[src/rtl/wb_sequencer_if.sv]
// wb_sequencer_if: bundle of every non-clock, non-reset signal of the
// write-back sequencer.
//   slave  : view taken by wb_sequencer (requests in, write port/flags out)
//   master : view taken by the surrounding core / a testbench
// Ports carried:
//   alu_valid/alu_ready/alu_dest/alu_data : ALU and jal write request handshake
//   ld_issue/ld_dest                      : load issued, destination to queue
//   mem_valid/mem_data                    : in-order returning load data
//   rs/rt                                 : decoder source registers
//   hazard/ld_full/err                    : stall, queue full, sticky error
//   wr_en/wr_addr/wr_data                 : registered register-file write
//   byp_rs_hit/byp_rt_hit/byp_data        : same-cycle load bypass
interface wb_sequencer_if;
    logic        alu_valid;
    logic        alu_ready;
    logic [4:0]  alu_dest;
    logic [31:0] alu_data;
    logic        ld_issue;
    logic [4:0]  ld_dest;
    logic        mem_valid;
    logic [31:0] mem_data;
    logic [4:0]  rs;
    logic [4:0]  rt;
    logic        hazard;
    logic        ld_full;
    logic        err;
    logic        wr_en;
    logic [4:0]  wr_addr;
    logic [31:0] wr_data;
    logic        byp_rs_hit;
    logic        byp_rt_hit;
    logic [31:0] byp_data;

    modport slave (
        input  alu_valid, alu_dest, alu_data, ld_issue, ld_dest,
               mem_valid, mem_data, rs, rt,
        output alu_ready, hazard, ld_full, err, wr_en, wr_addr, wr_data,
               byp_rs_hit, byp_rt_hit, byp_data
    );

    modport master (
        output alu_valid, alu_dest, alu_data, ld_issue, ld_dest,
               mem_valid, mem_data, rs, rt,
        input  alu_ready, hazard, ld_full, err, wr_en, wr_addr, wr_data,
               byp_rs_hit, byp_rt_hit, byp_data
    );
endinterface

[src/rtl/wb_sequencer.sv]
// wb_sequencer: single writer for the MIPS register file write port.
// Merges ALU/jal results with in-order returning load data, drives one
// registered write per cycle, keeps a FIFO of outstanding load destinations
// and flags read-after-write hazards on rs/rt.
//
// Ports:
//   clock : rising-edge clock
//   reset : asynchronous, active-low; clears queue, write stage and err
//   bus   : wb_sequencer_if.slave (request, load, write-port and flag signals)
// Parameters:
//   LQ_DEPTH : outstanding-load queue entries (power of two, 2..16)
// Build option:
//   WB_BYPASS_EN : when defined, a load popping this cycle is forwarded on
//                  byp_data and clears the hazard for the operand it feeds.
//                  When undefined, byp_* are tied to 0.
module wb_sequencer #(
    parameter int LQ_DEPTH = 4
) (
    input  logic          clock,
    input  logic          reset,
    wb_sequencer_if.slave bus
);
    localparam int PTR_W = $clog2(LQ_DEPTH);
    localparam int CNT_W = PTR_W + 1;
    localparam logic [CNT_W-1:0] FULL_CNT = CNT_W'(LQ_DEPTH);

    logic [4:0]       lq_mem [LQ_DEPTH];
    logic [PTR_W-1:0] rd_ptr;
    logic [PTR_W-1:0] wr_ptr;
    logic [CNT_W-1:0] count;
    logic             err_q;

    logic             wr_en_p1;
    logic [4:0]       wr_addr_p1;
    logic [31:0]      wr_data_p1;

    logic             q_empty;
    logic             q_full;
    logic             pop;
    logic             push;
    logic             alu_take;
    logic [4:0]       head;

    logic             rs_q;
    logic             rt_q;
    logic             rs_wr;
    logic             rt_wr;
    logic             rs_pend;
    logic             rt_pend;
    logic             byp_rs;
    logic             byp_rt;

    assign q_empty  = (count == '0);
    assign q_full   = (count == FULL_CNT);
    assign head     = lq_mem[rd_ptr];
    // Returning data on an empty queue is not a pop, even with a push this
    // cycle: the new entry waits for its own data.
    assign pop      = bus.mem_valid && !q_empty;
    // A full queue still accepts a push when the head leaves in the same cycle.
    assign push     = bus.ld_issue && (!q_full || pop);
    assign alu_take = bus.alu_valid && !pop;

    // Destination storage needs no reset: only entries below count are read.
    always_ff @(posedge clock) begin
        if (push) begin
            lq_mem[wr_ptr] <= bus.ld_dest;
        end
    end

    always_ff @(posedge clock or negedge reset) begin
        if (!reset) begin
            rd_ptr <= '0;
            wr_ptr <= '0;
            count  <= '0;
            err_q  <= 1'b0;
        end else begin
            if (push) begin
                wr_ptr <= wr_ptr + PTR_W'(1);
            end
            if (pop) begin
                rd_ptr <= rd_ptr + PTR_W'(1);
            end
            case ({push, pop})
                2'b10:   count <= count + CNT_W'(1);
                2'b01:   count <= count - CNT_W'(1);
                default: count <= count;
            endcase
            if ((bus.ld_issue && q_full && !pop) ||
                (bus.mem_valid && q_empty && !bus.ld_issue)) begin
                err_q <= 1'b1;
            end
        end
    end

    // Stage p1: registered register-file write; loads win over ALU requests.
    always_ff @(posedge clock or negedge reset) begin
        if (!reset) begin
            wr_en_p1   <= 1'b0;
            wr_addr_p1 <= '0;
            wr_data_p1 <= '0;
        end else if (pop) begin
            wr_en_p1   <= (head != 5'd0);
            wr_addr_p1 <= head;
            wr_data_p1 <= bus.mem_data;
        end else if (alu_take) begin
            wr_en_p1   <= (bus.alu_dest != 5'd0);
            wr_addr_p1 <= bus.alu_dest;
            wr_data_p1 <= bus.alu_data;
        end else begin
            wr_en_p1   <= 1'b0;
        end
    end

    // Match rs/rt against every occupied queue slot, oldest first.
    always_comb begin
        logic [PTR_W-1:0] slot;
        rs_q = 1'b0;
        rt_q = 1'b0;
        slot = '0;
        for (int i = 0; i < LQ_DEPTH; i++) begin
            slot = rd_ptr + PTR_W'(i);
            if (CNT_W'(i) < count) begin
                if (lq_mem[slot] == bus.rs) rs_q = 1'b1;
                if (lq_mem[slot] == bus.rt) rt_q = 1'b1;
            end
        end
    end

    assign rs_wr   = wr_en_p1 && (wr_addr_p1 == bus.rs);
    assign rt_wr   = wr_en_p1 && (wr_addr_p1 == bus.rt);
    assign rs_pend = (bus.rs != 5'd0) && (rs_q || rs_wr);
    assign rt_pend = (bus.rt != 5'd0) && (rt_q || rt_wr);

`ifdef WB_BYPASS_EN
    logic rs_deep;
    logic rt_deep;

    // A younger entry with the same destination means the head's data is
    // not the value the operand finally needs, so no forwarding then.
    always_comb begin
        logic [PTR_W-1:0] slot;
        rs_deep = 1'b0;
        rt_deep = 1'b0;
        slot    = '0;
        for (int i = 1; i < LQ_DEPTH; i++) begin
            slot = rd_ptr + PTR_W'(i);
            if (CNT_W'(i) < count) begin
                if (lq_mem[slot] == bus.rs) rs_deep = 1'b1;
                if (lq_mem[slot] == bus.rt) rt_deep = 1'b1;
            end
        end
    end

    assign byp_rs       = pop && (bus.rs != 5'd0) && (head == bus.rs) && !rs_deep && !rs_wr;
    assign byp_rt       = pop && (bus.rt != 5'd0) && (head == bus.rt) && !rt_deep && !rt_wr;
    assign bus.byp_data = pop ? bus.mem_data : 32'd0;
`else
    assign byp_rs       = 1'b0;
    assign byp_rt       = 1'b0;
    assign bus.byp_data = 32'd0;
`endif

    assign bus.byp_rs_hit = byp_rs;
    assign bus.byp_rt_hit = byp_rt;
    assign bus.hazard     = (rs_pend && !byp_rs) || (rt_pend && !byp_rt);
    assign bus.alu_ready  = !pop;
    assign bus.ld_full    = q_full;
    assign bus.err        = err_q;
    assign bus.wr_en      = wr_en_p1;
    assign bus.wr_addr    = wr_addr_p1;
    assign bus.wr_data    = wr_data_p1;

endmodule

[src/flat_wrapper.sv]
// flat-port wrapper written by rule: the top's interface ports become plain ports
module wb_sequencer_flat 
#(
    parameter int LQ_DEPTH = 4
)
  (clock, reset, bus_alu_valid, bus_alu_dest, bus_alu_data, bus_ld_issue, bus_ld_dest, bus_mem_valid, bus_mem_data, bus_rs, bus_rt, bus_alu_ready, bus_hazard, bus_ld_full, bus_err, bus_wr_en, bus_wr_addr, bus_wr_data, bus_byp_rs_hit, bus_byp_rt_hit, bus_byp_data);
  wb_sequencer_if bus_i ();
  input  logic clock;
  input  logic reset;
  input wire logic [$bits(bus_i.alu_valid)-1:0] bus_alu_valid;
  input wire logic [$bits(bus_i.alu_dest)-1:0] bus_alu_dest;
  input wire logic [$bits(bus_i.alu_data)-1:0] bus_alu_data;
  input wire logic [$bits(bus_i.ld_issue)-1:0] bus_ld_issue;
  input wire logic [$bits(bus_i.ld_dest)-1:0] bus_ld_dest;
  input wire logic [$bits(bus_i.mem_valid)-1:0] bus_mem_valid;
  input wire logic [$bits(bus_i.mem_data)-1:0] bus_mem_data;
  input wire logic [$bits(bus_i.rs)-1:0] bus_rs;
  input wire logic [$bits(bus_i.rt)-1:0] bus_rt;
  output wire logic [$bits(bus_i.alu_ready)-1:0] bus_alu_ready;
  output wire logic [$bits(bus_i.hazard)-1:0] bus_hazard;
  output wire logic [$bits(bus_i.ld_full)-1:0] bus_ld_full;
  output wire logic [$bits(bus_i.err)-1:0] bus_err;
  output wire logic [$bits(bus_i.wr_en)-1:0] bus_wr_en;
  output wire logic [$bits(bus_i.wr_addr)-1:0] bus_wr_addr;
  output wire logic [$bits(bus_i.wr_data)-1:0] bus_wr_data;
  output wire logic [$bits(bus_i.byp_rs_hit)-1:0] bus_byp_rs_hit;
  output wire logic [$bits(bus_i.byp_rt_hit)-1:0] bus_byp_rt_hit;
  output wire logic [$bits(bus_i.byp_data)-1:0] bus_byp_data;
  assign bus_i.alu_valid = bus_alu_valid;
  assign bus_i.alu_dest = bus_alu_dest;
  assign bus_i.alu_data = bus_alu_data;
  assign bus_i.ld_issue = bus_ld_issue;
  assign bus_i.ld_dest = bus_ld_dest;
  assign bus_i.mem_valid = bus_mem_valid;
  assign bus_i.mem_data = bus_mem_data;
  assign bus_i.rs = bus_rs;
  assign bus_i.rt = bus_rt;
  assign bus_alu_ready = bus_i.alu_ready;
  assign bus_hazard = bus_i.hazard;
  assign bus_ld_full = bus_i.ld_full;
  assign bus_err = bus_i.err;
  assign bus_wr_en = bus_i.wr_en;
  assign bus_wr_addr = bus_i.wr_addr;
  assign bus_wr_data = bus_i.wr_data;
  assign bus_byp_rs_hit = bus_i.byp_rs_hit;
  assign bus_byp_rt_hit = bus_i.byp_rt_hit;
  assign bus_byp_data = bus_i.byp_data;
  wb_sequencer #(.LQ_DEPTH(LQ_DEPTH)) u_core (.clock(clock), .reset(reset), .bus(bus_i));
endmodule
[config.mk]
export PLATFORM = sky130hd
export DESIGN_NAME = wb_sequencer_flat
export DESIGN_NICKNAME = d
export VERILOG_FILES = /design/src/rtl/wb_sequencer_if.sv /design/src/rtl/wb_sequencer.sv /design/src/flat_wrapper.sv
export SDC_FILE = /design/constraint.sdc
export NUM_CORES = 1
export LEC_CHECK = 0
export CORE_UTILIZATION = 59
export CTS_BUF_LIST = sky130_fd_sc_hd__clkbuf_8
export CTS_CLUSTER_SIZE = 30
export DETAILED_ROUTE_END_ITERATION = 10
export DONT_BUFFER_PORTS = 1
export GPL_TIMING_DRIVEN = 0
export PLACE_DENSITY = 0.84
export SETUP_SLACK_MARGIN = 0.05
export SLEW_MARGIN = 0
export SYNTH_ARGS = -nofsm -noshare
export SYNTH_HDL_FRONTEND = slang
export SYNTH_SLANG_ARGS = --single-unit
[constraint.sdc]
create_clock -name clock -period 5 [get_ports clock]
set_input_delay 1 -clock clock [delete_from_list [all_inputs] [get_ports clock]]
set_output_delay 1 -clock clock [all_outputs]
set_load 0.05 [all_outputs]
# --- Word-level counts from Yosys, hierarchy flattened ---
# Memory sizes are Yosys's and may differ from the RTL's.
# Index checks and enable logic that the tools add are counted.
# W data, S select, Z words.
op_classes:
  order_cmp: 4
  n_addsub: 6
  n_reduce_logical: 27
  mux: 25
  eq_ne: 13
op_table:
  columns: ["op", "n"]
  rows:
  - ["$mux W32", 2]
  - ["$eq A5 B5 Y1", 10]
  - ["$mux W1", 20]
  - ["$reduce_bool A5 Y1", 4]
  - ["$logic_and A1 B1 Y1", 11]
  - ["$mux W5", 2]
  - ["$lt A1 B3 Y1 const A", 2]
  - ["$lt A2 B3 Y1 const A", 2]
  - ["$pmux W3 S2", 1]
  - ["$logic_or A1 B1 Y1", 5]
  - ["$add A2 B1 Y2 const B", 2]
  - ["$add A2 B2 Y2 const B", 2]
  - ["$logic_not A1 Y1", 4]
  - ["$reduce_bool A2 Y1", 2]
  - ["$add A3 B1 Y3 const B", 1]
  - ["$eq A3 B3 Y1 const B", 1]
  - ["$logic_not A3 Y1", 1]
  - ["$sub A3 B1 Y3 const B", 1]
  - ["$eq A2 B1 Y1 const B", 1]
  - ["$eq A2 B2 Y1 const B", 1]
word_totals:
  mem_count: 1
  input_bits: 89
  ramBits: 20
  reg_bits: 46
  elab_cells: 83
mem_list:
  columns: ["memory", "words", "word_bits", "rd", "rd_ports_with_merged_regs", "write_ports", "line", "rtl"]
  rows:
  - ["u_core.lq_mem", 4, 5, 4, 0, 1, "wb_sequencer.sv:27", "logic [4:0] lq_mem [LQ_DEPTH];"]

# --- Longest topological paths before layout ---
# Gate-level depths: netlist (run 1).
# An unclocked memory read counts as a cell.
logic_depth:
  ltp_word: 13
  ltp_mapped: 9

# --- Worst setup path after synthesis (run 1) ---
# OpenSTA, ideal clock, no wires.
synth_timing:
  path_type: "input to output"
  from: "input port bus_rt[4]"
  to: "output port bus_hazard"
  arrival_time_ps: 2738
  stages: 7
  path_buffers: 1
  setup_slack_ps: 1262
  cell_sequence: "clkbuf_1 > xnor2_1 > nor3_1 > a21oi_1 > nor4b_1 > nor4_1 > o22ai_1"
synth_via:
  elab_chain_cells: 12
  word_cells_on_any_way: 18
  cone_classes: "eq/ne: 5; mux: 8; reduce/logical: 5"
synth_rtl:
  columns: ["item", "line", "rtl"]
  rows:
  - ["start: declaration", "flat_wrapper.sv:18", "input wire logic [$bits(bus_i.rt)-1:0] bus_rt;"]
  - ["$eq A5 B5 Y1", "wb_sequencer.sv:124", "if (lq_mem[slot] == bus.rt) rt_q = 1'b1;"]
  - ["$mux W1", "wb_sequencer.sv:124", null]
  - ["$mux W1", "wb_sequencer.sv:122", "if (CNT_W'(i) < count) begin"]
  - ["$mux W1", "wb_sequencer.sv:124", null]
  - ["$mux W1", "wb_sequencer.sv:122", null]
  - ["$mux W1", "wb_sequencer.sv:124", null]
  - ["$mux W1", "wb_sequencer.sv:122", null]
  - ["$mux W1", "wb_sequencer.sv:124", null]
  - ["$mux W1", "wb_sequencer.sv:122", null]
  - ["$logic_or A1 B1 Y1", "wb_sequencer.sv:132", "assign rt_pend = (bus.rt != 5'd0) && (rt_q || rt_wr);"]
  - ["$logic_and A1 B1 Y1 *", "wb_sequencer.sv:132", null]
  - ["$logic_or A1 B1 Y1 *", "wb_sequencer.sv:165", "assign bus.hazard = (rs_pend && !byp_rs) || (rt_pend && !byp_rt);"]
  - ["end: declaration", "flat_wrapper.sv:20", "output wire logic [$bits(bus_i.hazard)-1:0] bus_hazard;"]
# Mark *: on every way between the ends. The rest lies on a longest branch, timed or not.

# --- Worst setup path after layout (run 1) ---
layout_timing:
  from: "register u_core.rd_ptr[0]"
  to: "output port bus_hazard"
layout_via:
  elab_chain_cells: 13
  word_cells_on_any_way: 33
  cone_classes: "add/sub: 3; eq/ne: 8; mux: 16; reduce/logical: 5; memory: 1"
layout_rtl:
  columns: ["item", "line", "rtl"]
  rows:
  - ["start: declaration", "wb_sequencer.sv:28", "logic [PTR_W-1:0] rd_ptr;"]
  - ["start signal: assignment", "wb_sequencer.sv:81", "rd_ptr <= rd_ptr + PTR_W'(1);"]
  - ["$mem_v2 Z4 W5 *", null, null]
  - ["$eq A5 B5 Y1, on equally long branches", "wb_sequencer.sv:123, wb_sequencer.sv:124", null]
  - ["$mux W1, on equally long branches", "wb_sequencer.sv:123, wb_sequencer.sv:124", null]
  - ["$mux W1", "wb_sequencer.sv:122", null]
  - ["$mux W1, on equally long branches", "wb_sequencer.sv:123, wb_sequencer.sv:124", null]
  - ["$mux W1", "wb_sequencer.sv:122", null]
  - ["$mux W1, on equally long branches", "wb_sequencer.sv:123, wb_sequencer.sv:124", null]
  - ["$mux W1", "wb_sequencer.sv:122", null]
  - ["$mux W1, on equally long branches", "wb_sequencer.sv:123, wb_sequencer.sv:124", null]
  - ["$mux W1", "wb_sequencer.sv:122", null]
  - ["$logic_or A1 B1 Y1, on equally long branches", "wb_sequencer.sv:131, wb_sequencer.sv:132", null]
  - ["$logic_and A1 B1 Y1, on equally long branches", "wb_sequencer.sv:131, wb_sequencer.sv:132", null]
  - ["$logic_or A1 B1 Y1 *", "wb_sequencer.sv:165", null]
# Marked as above.

==> flow_summary.toml, run 1 <==
[power_and_ir_drop]
p_sw_share_pct = 50.4
p_seq_share_pct = 43.3
vdd_drop_max_mv = 0.342
netSwitchingPower_mw = 1.51
power.density_nw_per_um2 = 629
clkPwrFrac_pct = 14.7
power.leakage_nw = 2.06
p_int_mw = 1.48
combPwrFrac_pct = 41.9
total_power_mw = 2.99

[global_route]
grt_use_met2_pct = 42.0
grt.busiest_layer = "met2"
grt_pass1_vias = 3036
met1_usage_pct = 33.4
antenna_found_initial = 0
grt_max_degree = 47
grt-ovfl-total = 0
gr-usage-all-layers_pct = 25.1
grt_pass1_wl_mm = 14.8
met3_usage_pct = 6.45

[setup_path]
cp.required_ns = 4.00
arrival_ns = 3.22
path_buf_inv = 2
critPathLaunchType = "register"
critPathKind = "reg2out"
cp_top_family = "compound AO/OA/AOI/OAI gates"
crit_chain = "buf_6 -> buf_12 -> mux4_2 -> xnor2_1 -> nand4_1 -> nor3_1 -> a31oi_1 -> and4_1 -> o22ai_1"
critPathMaxStageDelay_ns = 0.84
crit_path_end_kind = "primary output"
rrSetupSlack_ns = 2.41
crit_path_top_delay_cell = "o22ai_1"
crit_fanout = 10

[synth]
syn_inst = 413
synth_area_um2 = 4310
synth_seq_cells = 66
ys_seq_area_share_pct = 40.6
synth_edf_count = 20
synthDistinctLibCells = 42
synthArstFlopShare_pct = 69.7
ys_warn_count = 0
yosysTopAreaCellShare_pct = 26.7
synth_area_per_cell_um2 = 10.4
netlist_top_cells_area = "dfrtp_1, edfxtp_1, mux2i_1"
synth_top_area_cell = "dfrtp_1"
synth_flop_cell = "dfrtp_1"

[final_layout]
antenna_cells = 0
synthToLayoutAreaGrowth_pct = 10.2
fillers = 551
nets = 554
layout-drive-gt1-share_pct = 15.4

[sta]
max_slew.worst_pin.slew_ns = 1.10
maxSlewHeadroom_pct = 27.5
hold_violations = 0
setup_viol = 0
rsz0062_at_grt = "no"
min_period_ns = 4.22
tns_ns = 0
post-route-period-util_pct = 84.3
timing.fmax_mhz = 237
final_max_slew_viol_count = 0
skew_ns = 0.0187
worst_slack_ns = 0.783

[clock_network]
clock_latency_ns = 0.35
cts_tree = "done"
numCtsBuffers = 9
cts_setup_buffers = 0
cts.clk_slew.worst_paths_ns = 0.09
root_buffer = "clkbuf_8"
clock-sinks = 66
cts_hold_buffers = 0
cts_buffer_depth = 2
htreeDepth = 3
cts_resized = 0

[drt]
ant_nets = 0
drt_wl_total_mm = 9.57
drt_pass1_iterations = 4
dr.first_iter.drc_count = 173
vias_per_cell = 5.53
detail_route.wl_per_cell_um = 17.2
vias = 3084
drcViolationCount = 0

[floorplan]
die-area_um2 = 7660
start_util_pct = 62.1
dieWidth_um = 87.5
io_pins = 165
rows = 30
core_um2 = 6940
die_y_um = 87.5

[status]
status = "completed"

[run]
cap_violations = 0

[hold_path]
hold_class = "in2async"

[place]
port_buffers = 0
pre_cts_slack_ns = 0.921
place.gp.congestion = 0.889
place_hpwl_mm = 7.50
## power by group through the flow
stage | sequential, mW | clock (mW) | combinational [mW]
after floorplan | 1.25 | 0 | 1.06
after global placement | 1.30 | 0 | 1.21
after detailed placement | 1.31 | 0 | 1.24
after CTS | 1.30 | 0.445 | 1.25
after global routing | 1.32 | 0.467 | 1.38
final | 1.30 | 0.440 | 1.25
## final cells by class
| cell class | instances | area (um2) | share of cell area (%) |
|---|---|---|---|
| flip-flops and latches | 66 | 1750 | 36.9 |
| plain buffers | 63 | 397 | 8.34 |
| well taps | 96 | 120 | 2.53 |
| clock inverters | 4 | 31.3 | 0.658 |
| multi-input cells | 311 | 2270 | 47.7 |
| clock buffers | 12 | 165 | 3.47 |
| inverters | 6 | 22.5 | 0.474 |
## cell usage in the layout, fill, tap and decap left out, types with 2 or more instances in the layout
cell type  synthesis  layout
a21oi_1           43      43
a31oi_1            2       2
and2_1             5       5
buf_1              5       5
buf_2              4       4
buf_4             35      35
clkbuf_1          17      17
clkbuf_8           0      12
conb_1             1      34
dfrtp_1           46      46
edfxtp_1          20      20
ha_1               8       8
inv_1              6       6
mux2_2             3       3
mux2i_1           56      56
mux4_2            10      10
nand2_1            5       5
nand3_1            2       2
nand3b_1           2       2
nand4_1            4       4
nor2_1            47      47
nor3_1             4       4
nor4_1             5       5
o21ai_0            5       5
o21ai_1            3       3
or4_1              4       4
xnor2_1           30      30
xor2_1            26      26
## state kept, by name, summed over array words and instances, names as in the netlist
signal,cells
u_core.rd_ptr,2
u_core.wr_ptr,2
u_core.bus.wr_en,1
u_core.bus.wr_addr,5
u_core.count,3
u_core.bus.err,1
u_core.bus.wr_data,32
u_core.lq_mem,20
## synthesized netlist by cell type (all sizes together), types with 2 or more instances
cell	instances
a21oi	43
a31oi	2
and2	5
buf	46
clkbuf	17
dfrtp	46
edfxtp	20
ha	8
inv	6
mux2	3
mux2i	56
mux4	10
nand2	5
nand3	2
nand3b	2
nand4	4
nor2	47
nor3	4
nor4	6
o21ai	8
o311ai	2
or4	4
xnor2	30
xor2	26
## final timing paths
check | startpoint | to | cells after the start
min reg2reg | u_core.wr_ptr[1] | u_core.wr_ptr[1] | 2
max | u_core.rd_ptr[0] | bus_hazard | 9
min | reset | u_core.bus.wr_data[17] | 0
min in group clock | u_core.wr_ptr[1] | u_core.wr_ptr[1] | 2
max reg2reg | u_core.count[0] | u_core.bus.wr_data[23] | 6
max in group asynchronous | reset | u_core.bus.wr_en | 0
## metal layers
layer | part of all wire, % | routed length (um)
met3 | 6.5 | 618
met2 | 50 | 4790
met1 | 42 | 4060
met5 | 0 | 0
met4 | 1.2 | 112
## cell families (layout without fill, tap and decap cells)
| group | after synthesis | in the layout | share of synthesized area, % |
|---|---|---|---|
| AOI/OAI and AO/OA | 59 | 59 | 7.28 |
| xor gates and xnor gates | 56 | 56 | 11.4 |
| muxes | 69 | 69 | 19.0 |
| buffers and inverters | 69 | 85 | 9.72 |
| DFF | 66 | 66 | 40.6 |
| adders and majority gates | 8 | 8 | 2.32 |
| and+or+nand+nor | 85 | 85 | 9.60 |
| other | 1 | 34 | 0.0869 |
## stage by stage
stage	std cells	hold WS [ns]	area (um2)	util [%]
detailed placement	542	0.631	4560	65.6
CTS	558	0.328	4750	68.5
floorplan	446	0.580	4440	-
global route	558	0.317	4750	68.5
global placement	542	0.605	4560	65.6
finish	558	0.335	4750	68.5
Power figures use the tool's default switching activity.
==> run 2, diff against run 1 <==
==> constraint.sdc (replaced) <==
create_clock -name clock -period 4 [get_ports clock]
set_input_delay 0.8 -clock clock [delete_from_list [all_inputs] [get_ports clock]]
set_output_delay 0.8 -clock clock [all_outputs]
set_load 0.05 [all_outputs]
==> flow_summary.toml, run 2 (synthesis gave the netlist of run 1 again) <==
[status]
status = "completed"

[clock_network]
cts_tree = "done"
htreeDepth = 3
clock-sinks = 66
numCtsBuffers = 9
clock_latency_ns = 0.35
root_buffer = "clkbuf_8"
cts_buffer_depth = 2
cts.clk_slew.worst_paths_ns = 0.09
cts_setup_buffers = 0

[place]
place_hpwl_mm = 7.50
place.gp.congestion = 0.889
pre_cts_slack_ns = 0.321
port_buffers = 0

[floorplan]
io_pins = 165
start_util_pct = 62.1
dieWidth_um = 87.5
die_y_um = 87.5
core_um2 = 6940
die-area_um2 = 7660
rows = 30

[drt]
drt_wl_total_mm = 9.55
vias = 3084
dr.first_iter.drc_count = 164
drcViolationCount = 0
vias_per_cell = 5.53
drt_pass1_iterations = 4
ant_nets = 0
detail_route.wl_per_cell_um = 17.1

[global_route]
antenna_found_initial = 0
grt_pass1_vias = 3036
grt_pass1_wl_mm = 14.8
grt_max_degree = 47
gr-usage-all-layers_pct = 25.1
grt-ovfl-total = 0

[setup_path]
crit-reg2reg-launch = "u_core.count[0]"
critPathLaunchType = "register"
critPathKind = "reg2out"
startpoint = "u_core.rd_ptr[0]"
crit_path_end_kind = "primary output"
arrival_ns = 2.92
cp.required_ns = 3.20
crit_fanout = 10
reg2reg_depth = 6

[sta]
tns_ns = 0
max_slew.worst_pin.slew_ns = 0.967
post-route-period-util_pct = 93.0
final_max_slew_viol_count = 0
min_period_ns = 3.72
worst_slack_ns = 0.279
setup_viol = 0
rsz0062_at_grt = "no"
timing.fmax_mhz = 269
hold_violations = 0
maxSlewHeadroom_pct = 35.6
skew_ns = 0.0187

[final_layout]
final_cell_mix = "mux2i_1, nor2_1, dfrtp_1"
nets = 554
antenna_cells = 0
layout_commonest_cell = "mux2i_1"
layout-drive-gt1-share_pct = 15.6
largest_reg_flops = 32
synthToLayoutAreaGrowth_pct = 10.4

[power_and_ir_drop]
power.leakage_nw = 2.06
clkPwrFrac_pct = 14.7
p_int_mw = 1.86
p_seq_share_pct = 43.2
combPwrFrac_pct = 42.1
vdd_drop_max_mv = 0.427
netSwitchingPower_mw = 1.89
p_sw_share_pct = 50.4
total_power_mw = 3.74
power.density_nw_per_um2 = 787

[run]
cap_violations = 0

[hold_path]
hold_class = "in2async"
## run 2: cell counts in the layout (fill, tap and decap cells not counted)
Identical to the previous run, type by type.
## run 2: what timing repair did
action / CTS / global route
hold buffers: 0 / 0
endpoints found under the hold margin: 0 / 0
setup endpoints to repair: 1 / 0
resized for setup: 1 / 0
## run 2: power by group through the flow
stage / combinational, mW / clock (mW) / sequential (mW)
after floorplan: 1.32 / 0 / 1.57
after global placement: 1.51 / 0 / 1.63
after detailed placement: 1.55 / 0 / 1.63
after CTS: 1.57 / 0.557 / 1.62
after global routing: 1.73 / 0.584 / 1.65
final: 1.57 / 0.550 / 1.62
## run 2: routing by layer
metal / up-vias / track usage, % / part of all wire [%]
met3: 13 / 6.45 / 6.7
met1: 1469 / 33.4 / 42
li1: 1462 / - / -
met4: 0 / 4.92 / 1.1
met2: 140 / 42.0 / 50
met5: - / 0 / 0
## run 2: critical path, cell delays in order (launching register included)
cell     delay, ns
dfrtp_1       0.35
buf_6         0.13
buf_12        0.14
mux4_2        0.55
xnor2_1       0.18
nand4_1       0.11
nor3_1        0.32
a31oi_1       0.06
and4_1        0.20
o22ai_2       0.53
## run 2: final cells by class
class,count,area [um2]
multi-input combinational,311,2270
fill,549,2180
sequential,66,1750
buffer,63,397
clock buffer,12,165
tap,96,120
clock inverter,4,31.3
inverter,6,22.5
## run 2: per-stage QoR
step,utilization (%),cells,instance area [um2],hold WS (ns)
after floorplan,-,446,4440,0.504
after global placement,65.6,542,4560,0.506
after detailed placement,65.6,542,4560,0.505
after CTS,68.5,558,4760,0.128
after global routing,68.5,558,4760,0.117
final,68.5,558,4760,0.135
## run 2: path summary, 6_finish.rpt
| check | to | slack [ns] |
|---|---|---|
| setup / recovery | bus_hazard | 0.28 |
| hold / removal | u_core.bus.wr_data[17] | 0.14 |
| setup reg to reg | u_core.bus.wr_data[23] | 1.42 |
| hold reg to reg | u_core.wr_ptr[1] | 0.65 |
| max in group asynchronous | u_core.bus.wr_addr[2] | 3.76 |
| min in group clock | u_core.lq_mem[0][0] | 0.56 |
==> run 3, diff against run 2 <==
--- a/config.mk
+++ b/config.mk
@@ -11,6 +11,7 @@
 export DETAILED_ROUTE_END_ITERATION = 10
 export DONT_BUFFER_PORTS = 1
 export GPL_TIMING_DRIVEN = 0
+export MAX_ROUTING_LAYER = met4
 export PLACE_DENSITY = 0.84
 export SETUP_SLACK_MARGIN = 0.05
 export SLEW_MARGIN = 0
==> flow_summary.toml, run 3 (synthesis gave the netlist of run 1 again) <==
[power_and_ir_drop]
power.density_nw_per_um2 = 802
clkPwrFrac_pct = 16.0
netSwitchingPower_mw = 1.90
power.leakage_nw = 2.08
p_int_mw = 1.94
vdd_drop_max_mv = 0.671
combPwrFrac_pct = 41.6
p_seq_share_pct = 42.4
p_sw_share_pct = 49.5

[drt]
dr.first_iter.drc_count = 138
drcViolationCount = 0
ant_nets = 0
vias_per_cell = 5.53
detail_route.wl_per_cell_um = 17.6
vias = 3085
drt_wl_total_mm = 9.83
drt_pass1_iterations = 4

[setup_path]
crit_top_cell = "nor4_1"
crit_chain = "buf_6 -> buf_12 -> mux4_2 -> xor2_1 -> nor4_1 -> o311ai_0 -> o21ai_1 -> nor4_1 -> o22ai_4"
critPathKind = "reg2out"
crit_path_end_kind = "primary output"
critPathLaunchType = "register"
rrSetupSlack_ns = 1.33
cp.required_ns = 3.20
critPathMaxStageDelay_ns = 0.60
crit_fanout = 10
crit_path_top_delay_cell = "mux4_2"
reg2reg_depth = 6
arrival_ns = 2.89
r2r_end = "u_core.bus.wr_data[22]"
crit-reg2reg-launch = "u_core.count[0]"

[global_route]
grt_pass1_wl_mm = 14.6
grt-ovfl-total = 0
grt_max_degree = 47
gr-usage-all-layers_pct = 26.2
grt_pass1_vias = 3019
antenna_found_initial = 0

[clock_network]
clock_latency_ns = 0.34
clock-sinks = 66
htreeDepth = 3
cts_buffer_depth = 2
cts_hold_buffers = 0
root_buffer = "clkbuf_8"
cts.clk_slew.worst_paths_ns = 0.08
cts_tree = "done"
numCtsBuffers = 9

[sta]
hold_violations = 0
skew_ns = 0.0151
max_slew.worst_pin.slew_ns = 0.984
setup_viol = 0
post-route-period-util_pct = 92.2
final_max_slew_viol_count = 0
worst_slack_ns = 0.313
min_period_ns = 3.69
maxSlewHeadroom_pct = 34.4
timing.fmax_mhz = 271
tns_ns = 0
rsz0062_at_grt = "no"

[final_layout]
largest_reg_flops = 32
final_cell_mix = "mux2i_1, nor2_1, dfrtp_1"
antenna_cells = 0
nets = 554
layout_commonest_cell = "mux2i_1"
layout-drive-gt1-share_pct = 15.4
synthToLayoutAreaGrowth_pct = 11.0

[floorplan]
start_util_pct = 62.1
die-area_um2 = 7660
die_y_um = 87.5
rows = 30
io_pins = 165
core_um2 = 6940
dieWidth_um = 87.5

[place]
pre_cts_slack_ns = 0.285
place_hpwl_mm = 7.58
place.gp.congestion = 0.913
port_buffers = 0

[hold_path]
hold_class = "in2async"

[run]
cap_violations = 0

[status]
status = "completed"
[run 3: changes by cell type in the layout (fill, tap and decap cells not counted)]
cell	change
clkinv_2	+1
inv_1	+1
clkinvlp_4	-1
o22ai_2	-1
clkbuf_8	-3
bufinv_16	+2
o22ai_4	+1
[run 3: stage by stage]
step | cells | cell area [um2] | hold WS [ns] | power, mW | utilization (%)
2_1_floorplan | 446 | 4440 | 0.504 | 2.89 | -
3_3_place_gp | 542 | 4560 | 0.506 | 3.14 | 65.6
3_5_place_dp | 542 | 4560 | 0.505 | 3.19 | 65.6
4_1_cts | 558 | 4780 | 0.132 | 3.82 | 68.8
5_1_grt | 558 | 4790 | 0.123 | 4.04 | 68.9
6_report | 558 | 4790 | 0.144 | 3.84 | 68.9
[run 3: timing repair]
| item | in CTS | in global routing |
|---|---|---|
| cloned | 0 | 0 |
| gates resized for setup | 1 | 1 |
| endpoints found under the setup margin | 1 | 1 |
| buffers inserted | 0 | 0 |
| pin swaps | 0 | 0 |
[run 3: how the worst max path moves through the flow]
stage	from	end	slack (ns)	depth (start not counted)
floorplan	u_core.rd_ptr[0]	bus_hazard	0.61	9
global placement	bus_rt[4]	bus_hazard	0.29	7
detailed placement	bus_rt[1]	bus_hazard	0.29	7
CTS	u_core.rd_ptr[0]	bus_hazard	0.25	9
global route	u_core.rd_ptr[0]	bus_hazard	0.13	9
finish	u_core.rd_ptr[0]	bus_hazard	0.31	9
[run 3: layout make-up]
cell class	instances	area (um2)
multi-input cells	311	2280
flip-flops and latches	66	1750
fillers	548	2160
plain buffers	63	397
inverters	6	22.5
clock buffers	9	124
clock inverters	7	92.6
well taps	96	120
[run 3: routing by layer]
layer	global-route usage (%)	wire, um	up-vias
li1	-	-	1463
met1	31.7	4040	1462
met2	43.5	4920	145
met3	6.07	696	15
met4	8.35	171	0
met5	-	0	-
[run 3: power groups by stage]
stage          registers (mW)  clock network (mW)  logic [mW]
2_1_floorplan            1.57                   0        1.32
3_3_place_gp             1.62                   0        1.51
3_5_place_dp             1.64                   0        1.55
4_1_cts                  1.62               0.624        1.57
5_1_grt                  1.65               0.654        1.74
6_report                 1.63               0.615        1.60
[run 3: critical path: cells and delay by family (launching register included)]
kind,cells,cell delay [ns]
flip-flops,1,0.35
multiplexers,1,0.60
buffers and inverters,2,0.27
AND/OR/NAND/NOR,2,0.63
AO/OA/AOI/OAI,3,0.52
XOR/XNOR,1,0.16
